--- src/rtl/nibble_packer.sv ---
// nibble_packer: packs nibbles into bytes through a small FIFO; NIBPACK_PARITY_EN adds byte_par
module nibble_packer #(
  parameter int         DEPTH = 4,
  parameter logic [3:0] PAD   = 4'h0
) (
  input  logic                     clk,
  input  logic                     rst,
  input  logic                     nib_vld,
  input  logic [3:0]               nib,
  input  logic                     flush,
  output logic                     byte_vld,
  output logic [7:0]               byte_data,
  input  logic                     byte_rdy,
  output logic                     full,
  output logic [$clog2(DEPTH):0]   level,
  output logic                     ovf,
`ifdef NIBPACK_PARITY_EN
  output logic                     byte_par,
`endif
  input  logic                     ovf_clr
);
  localparam int AW = $clog2(DEPTH);
  localparam int LW = AW + 1;
`ifdef NIBPACK_PARITY_EN
  localparam int EW = 9;
`else
  localparam int EW = 8;
`endif
  typedef enum logic {IDLE, HALF} state_t;
  state_t state, state_nx;
  logic [3:0] hold;
  logic push, hold_ld, pop, push_ok;
  logic [7:0] push_byte;
  logic [EW-1:0] mem [DEPTH];
  logic [EW-1:0] wr_ent, head;
  logic [AW-1:0] wptr, rptr;
  // pack state register
  always_ff @(posedge clk or posedge rst)
    if (rst) state <= IDLE;
    else state <= state_nx;
  // pack next state: a flush or a second nibble always returns to IDLE
  always_comb
    state_nx = (state == IDLE) ? ((nib_vld & ~flush) ? HALF : IDLE)
                               : ((nib_vld | flush) ? IDLE : HALF);
  // pack outputs: push request, byte to push and hold-register load
  always_comb begin
    push      = nib_vld ? (state == HALF || flush) : (state == HALF && flush);
    hold_ld   = state == IDLE && nib_vld && !flush;
    push_byte = (state == HALF) ? {nib_vld ? nib : PAD, hold} : {PAD, nib};
  end
  // low nibble waiting for its partner
  always_ff @(posedge clk or posedge rst)
    if (rst) hold <= 4'h0;
    else if (hold_ld) hold <= nib;
  assign byte_vld = level != '0;
  assign full     = level == LW'(DEPTH);
  assign pop      = byte_vld & byte_rdy;
  assign push_ok  = push & (~full | pop);
`ifdef NIBPACK_PARITY_EN
  assign wr_ent   = {^push_byte, push_byte};
  assign byte_par = byte_vld & head[8];
`else
  assign wr_ent   = push_byte;
`endif
  assign head      = mem[rptr];
  assign byte_data = byte_vld ? head[7:0] : 8'h00;
  // storage array; contents are only observed through byte_vld-masked outputs
  always_ff @(posedge clk)
    if (push_ok && !rst) mem[wptr] <= wr_ent;
  // pointers wrap naturally since DEPTH is a power of two
  always_ff @(posedge clk or posedge rst)
    if (rst) begin
      wptr  <= '0;
      rptr  <= '0;
      level <= '0;
    end else begin
      if (push_ok) wptr <= wptr + 1'b1;
      if (pop) rptr <= rptr + 1'b1;
      level <= level + LW'(push_ok) - LW'(pop);
    end
  // sticky overflow; a new drop outranks a clear in the same cycle
  always_ff @(posedge clk or posedge rst)
    if (rst) ovf <= 1'b0;
    else if (push & ~push_ok) ovf <= 1'b1;
    else if (ovf_clr) ovf <= 1'b0;
endmodule

--- config.mk ---
export PLATFORM = sky130hd
export DESIGN_NAME = nibble_packer
export DESIGN_NICKNAME = d
export VERILOG_FILES = /design/src/rtl/nibble_packer.sv
export SDC_FILE = /design/constraint.sdc
export NUM_CORES = 1
export LEC_CHECK = 0
export CAP_MARGIN = 20
export CORE_AREA = 2 2 70 72
export CTS_BUF_LIST = sky130_fd_sc_hd__clkbuf_8
export CTS_CLUSTER_SIZE = 40
export DETAILED_ROUTE_END_ITERATION = 10
export DIE_AREA = 0 0 72 74
export MAX_ROUTING_LAYER = met4
export PLACE_DENSITY = 0.67
export SYNTH_ARGS = -nofsm -noshare
export SYNTH_HDL_FRONTEND = slang
export SYNTH_SLANG_ARGS = --single-unit
--- constraint.sdc ---
create_clock -name clk -period 2.34 [get_ports clk]
set_input_delay 0.234 -clock clk [delete_from_list [all_inputs] [get_ports clk]]
set_output_delay 0.234 -clock clk [all_outputs]
set_load 0.005 [all_outputs]
==> results of run 1 <==
## cell families after synthesis
kind of cell	share of synthesized area, %
multiplexers	14.40
AND/OR/NAND/NOR	8.764
flip-flops	65.77
AO/OA/AOI/OAI	1.344
XOR/XNOR	2.687
buffers and inverters	2.303
adder cells (fa/ha/maj)	4.735
## tightest hold or removal path: stages
cell             delay, ns
clkdlybuf4s50_1       0.40
inv_1                 0.07
buf_4                 0.21
## routing by layer
| metal | vias to the layer above | GRT usage, % | part of all wire [%] |
|---|---|---|---|
| met2 | 18 | 25.31 | 53 |
| met1 | 537 | 16.89 | 43 |
| li1 | 496 | - | - |
| met3 | 5 | 3.252 | 2.7 |
| met5 | - | - | 0 |
| met4 | 0 | 7.547 | 1.7 |
## cell usage after synthesis
master and count:
and3_4 1, o22ai_1 1, or4b_4 1, fa_1 1
inv_1 7, nor3b_2 1, edfxtp_1 32, dfrtp_1 13
and3_1 4, xnor2_1 6, nand2_1 1, or3_2 1
a21o_1 1, clkbuf_1 1, mux2_2 8, buf_2 3
maj3_1 1, ha_1 5, o31ai_1 1, nor2_1 3
mux2_1 1, o21ai_0 1, mux4_2 8, and2_1 13
nand3_1 1
## registers in the layout, summed over array words and instances, names as in the netlist
name / count
hold: 4
level: 3
mem: 32
ovf: 1
rptr: 2
state: 1
wptr: 2
## through the flow
stage / power, uW / cell area [um2] / util [%] / hold slack, ns
6_report: 2694 / 2426 / 52.76 / 0.2431
5_1_grt: 2863 / 2426 / 52.76 / 0.2704
4_1_cts: 2735 / 2426 / 52.76 / 0.2550
3_5_place_dp: 2136 / 2310 / 50.23 / 0.4903
3_3_place_gp: 2094 / 2310 / 50.23 / 0.4856
2_1_floorplan: 1655 / 1956 / - / 0.1195
## area by class of cell
cell class	count	share of cell area (%)
repair buffers	33	12.58
inverters	7	1.083
well taps	54	2.785
clock buffers	5	2.837
clock inverters	3	1.960
flip-flops and latches	45	53.02
multi-input cells	60	25.73
## worst paths after layout
path | from | cells after the start | slack, ns | end
min in group clk | ovf_clr | 2 | 0.50 | ovf
worst min-delay path | rst | 3 | 0.24 | hold[3]
max in group asynchronous | rst | 3 | 1.92 | level[2]
worst min register to register | hold[1] | 1 | 0.51 | hold[1]
worst max-delay path | level[2] | 4 | 0.10 | byte_data[3]
worst max register to register | level[2] | 8 | 0.24 | level[2]
## report_power, final
part | internal (uW) | total, uW | leakage [uW] | switching [uW]
clock network | 326 | 603 | 0.0000591 | 277
registers | 1000 | 1120 | 0.000443 | 119
logic | 624 | 970 | 0.000405 | 346
total | 1950 | 2690 | 0.000906 | 742
==> results by group, run 1 <==
Yosys
  – Mapped Area: around 2000 um2
  – Largest area contributor in the netlist: edfxtp_1
  – Synth cell types: 25
  – Sequential share of the synthesized area: 65.77%
  – Register bit total from synthesis: 45
  – Largest cells by area after synthesis: edfxtp_1, dfrtp_1, mux4_2
  – Synth top area share: between 40% and 50%
  – Post-synth net total: between 100 and 150
  – Post-Syn Instances: ~120
  – Ys Warns: 0
  – Post-Syn Area per Cell: about 17 um2

Timing
  – Final hold violation count: 0
  – Final setup skew: roughly 0.0089 ns
  – Rel. slew slack: 68.92%
  – RSZ-0062 raised after global routing: false
  – Fmax: around 450 MHz
  – Setup TNS: 0 ns
  – Tcrit/Tclk final: between 90 and 100%
  – Final setup vio count: 0
  – Fin. max-slew vios: 0
  – Final min period: approximately 2.2 ns
  – Fin worst setup slack: between 0.1 and 0.15 ns
  – Worst-Margin Slew: between 0.4 and 0.5 ns

Cells and area
  – Share of post-route cells with drive strength above 1: 24.84%
  – Area of the multi-input gates: about 620 um2
  – Commonest non-fill, non-tap cell in the layout: edfxtp_1
  – Net count, final: 168
  – # diodes: 0
  – Layout overhead on the synthesized area: 24.06%
  – Fillers: 376
  – Most frequent cells in the layout: edfxtp_1, clkdlybuf4s50_1, and2_1, dfrtp_1, buf_4
  – Non-filler cells, final: ~210
  – Register cell area after layout: around 1300 um2

Floorplan
  – I/O pin count: 24
  – Row Count: 25
  – Die Span X: 72 um
  – Height of the die: between 70 and 80 um
  – Core Region: between 4000 and 5000 um2
  – Die area: roughly 5300 um2
  – Starting Density: between 40% and 50%

Place
  – Placed cells: a little under 200
  – Pre-CTS setup slack: a little under 0.06 ns
  – HPWL after detailed placement: roughly 2500 um
  – PortBufs: 23
  – Routability Congestion: ~0.7

Global routing
  – Initial antenna violation count: 0
  – GRT Overall Usage: 14.96%
  – Vias in the first global route: 1139
  – Largest net degree at the start of global routing: 17
  – Overflow left after global routing: 0
  – Global-route wire length before repair: about 5500 um

Power and ir drop
  – Pwr/cell area: 1110 nW/um2
  – Leakage: slightly above 0.0009 uW
  – Worst vdd ir: between 0.5 and 0.6 mV

CTS
  – Clk buf depth: 2
  – Num CTS Buffers: 5
  – TritonCTS clock tree: yes
  – Clock tree root driver cell: clkbuf_8
  – Reg clk slew, reported paths: about 0.090 ns
  – # Post-CTS Setup Buffers: 0
  – H-tree levels: 2
  – Clock Latency Late Sink: roughly 0.3 ns
  – Cts repair resizes: 0
  – TritonCTS Sinks: between 40 and 50
  – # hold bufs at CTS: 0

Route
  – Vias/cell: 5.101
  – Final wirelength: 3429 um
  – Via count: approximately 1100
  – Initial DRC Count: 55
  – DR pass1 iterations: 4
  – DRC viols: 0
  – Antenna-violating nets left: 0
  – DR WL/cell: between 15 and 20 um

Setup path
  – Worst setup EP type: primary output
  – Crit Path Class: reg -> out
  – Crit-path max cell delay: approximately 0.50 ns
  – Crit-path slowest cell: or3_2
  – CP Max Fanout: 10
  – Required time of the critical path: 2.11 ns
  – Critical path, cell by cell: or3_2 -> buf_4 -> and2_1 -> clkdlybuf4s50_1
  – Setup crit start kind: flop
  – Crit path buf inv count: 2
  – Kind of cell adding the most delay to the critical path: simple AND/OR/NAND/NOR gates
  – Critical path arrival: 2.00 ns

Hold path
  – HP Class: in -> async

Outcome
  – Status: complete, no violations

Job
  – # Max-Cap Violations: 0
No activity file was read; power rests on OpenSTA's default activity.
==> run 2, diff against run 1 <==
Settings changed: CTS_CLUSTER_SIZE 40 to default.
==> results of run 2 <==
The final DEF is identical to that of run 1; final timing and power are the same.
==> run 3, diff against run 2 <==
Settings changed: CORE_AREA 2 2 70 72 to 2 2 51 100, DIE_AREA 0 0 72 74 to 0 0 53 102, PLACE_DENSITY 0.67 to 0.66, SLEW_MARGIN from default to 20.
==> results by group, run 3 (same netlist as run 1, synthesis figures left out) <==
Cells and area
  – Net count, final: ~170
  – Share of post-route cells with drive strength above 1: a little under a quarter
  – Max reg flops: 32
  – # diodes: 0
  – Most frequent cells in the layout: edfxtp_1, clkdlybuf4s50_1, and2_1, dfrtp_1
  – Non-filler cells, final: around 210
  – Layout overhead on the synthesized area: 23.48%
  – Reg with most FFs: mem
  – Commonest non-fill, non-tap cell in the layout: edfxtp_1
  – Largest regs: mem x32, hold x4, level x3

Route
  – DR WL/cell: around 16 um
  – Vias/cell: 5.068
  – DRC viols: 0
  – DR pass1 iterations: 4
  – WL met1: between 1000 and 1500 um
  – Via count: between 1000 and 1500
  – Final wirelength: roughly 3200 um
  – Highest Signal Layer: met4
  – Met3 Wirelength: about 89 um
  – Initial DRC Count: 18
  – Antenna-violating nets left: 0
  – Met2 wire len: between 1500 and 2000 um

Setup path
  – Worst setup EP type: primary output
  – R2R Path End: level[2]
  – Critical R2R Launch: level[2]
  – Setup crit start kind: flop
  – Crit Path Class: reg -> out
  – CP Max Fanout: 10
  – Worst R2R Path Depth: 8
  – Flop2flop setup slack: ~0.20 ns
  – Required time of the critical path: roughly 2.1 ns
  – CP startpoint: level[2]
  – Critical path arrival: ~2.0 ns

Global routing
  – Vias in the first global route: roughly 1100
  – Overflow left after global routing: 0
  – Global-route wire length before repair: 5464 um
  – GRT Overall Usage: between 10% and 20%
  – Initial antenna violation count: 0
  – Largest net degree at the start of global routing: 14

CTS
  – Cts repair resizes: 0
  – # Post-CTS Setup Buffers: 0
  – TritonCTS Sinks: between 40 and 50
  – # hold bufs at CTS: 0
  – Clock tree root driver cell: clkbuf_8
  – TritonCTS clock tree: yes
  – Clock Latency Late Sink: between 0.2 and 0.3 ns
  – Clk buf depth: 2
  – Num CTS Buffers: 5
  – H-tree levels: 2
  – Reg clk slew, reported paths: about 0.080 ns

Timing
  – Final setup vio count: 0
  – Setup TNS: 0 ns
  – Final setup skew: ~0.0045 ns
  – Tcrit/Tclk final: between 90 and 100%
  – Final hold violation count: 0
  – RSZ-0062 raised after global routing: false
  – Rel. slew slack: ~70%
  – Final min period: approximately 2.2 ns
  – Worst-Margin Slew: around 0.45 ns
  – Fin. max-slew vios: 0
  – Fmax: 447.8 MHz

Job
  – # Max-Cap Violations: 0

Floorplan
  – I/O pin count: 24
  – Starting Density: a little over two fifths
  – Height of the die: around 100 um
  – Die Span X: approximately 53 um
  – Core Region: about 4600 um2
  – Die area: about 5400 um2
  – Row Count: 35

Place
  – HPWL after detailed placement: between 2000 and 2500 um
  – PortBufs: 23
  – Placed cells: 198
  – Routability Congestion: 0.7017

Power and ir drop
  – Pwr/cell area: 1097 nW/um2
  – Worst vdd ir: around 0.9 mV
  – Leakage: 0.0008991 uW

Hold path
  – HP Class: in -> async

Outcome
  – Status: complete, no violations
## run 3: cell types whose count changed in the layout (fill, tap and decap cells not counted), sizes merged
| cell | change |
|---|---|
| clkinv | +1 |
| inv | -1 |
| buf | -2 |
## run 3: worst max-delay path by stage
stage | endpoint | slack [ns] | depth (start not counted)
floorplan | level[2] | 0.15 | 9
detailed placement | level[2] | 0.008 | 9
finish | byte_data[2] | 0.11 | 4
global route | byte_data[1] | 0.01 | 4
CTS | byte_data[2] | 0.08 | 4
global placement | level[2] | 0.07 | 9
## run 3: metrics by stage
step | power [uW] | utilization [%] | worst slack [ns] | hold WS (ns) | cell area [um2]
after floorplan | 1655 | - | 0.1467 | 0.1195 | 1956
after global placement | 2104 | 50.20 | 0.06559 | 0.4851 | 2308
after detailed placement | 2146 | 50.20 | 0.007974 | 0.4951 | 2308
after CTS | 2696 | 52.52 | 0.08022 | 0.3154 | 2415
after global routing | 2823 | 52.52 | 0.01140 | 0.3339 | 2415
final | 2648 | 52.52 | 0.1067 | 0.3011 | 2415
## run 3: power breakdown
part           internal (uW)  switching, uW  leakage (uW)
Clock                    311            239     0.0000570
Sequential              1000            119      0.000443
Combinational            633            345      0.000400
Total                   1950            702      0.000899
## run 3: layout make-up
| class | count | area [um2] |
|---|---|---|
| Fill cell | 390 | 2183 |
| Sequential cell | 45 | 1286 |
| Multi-Input combinational cell | 60 | 624.3 |
| Timing Repair Buffer | 31 | 302.8 |
| Clock buffer | 5 | 68.82 |
| Tap cell | 55 | 68.82 |
| Clock inverter | 3 | 37.54 |
| Inverter | 7 | 26.28 |
## run 3: layer usage
metal / global-route usage [%] / vias to the layer above
met2: 26.06 / 18
li1: - / 493
met4: 7.101 / 0
met3: 2.632 / 6
met5: - / -
met1: 15.82 / 527
## run 3: critical path: stages, from the launching register on
cell and delay (ns):
dfrtp_1 0.44, or3_2 0.50, buf_4 0.18, and2_1 0.15, clkdlybuf4s50_1 0.44
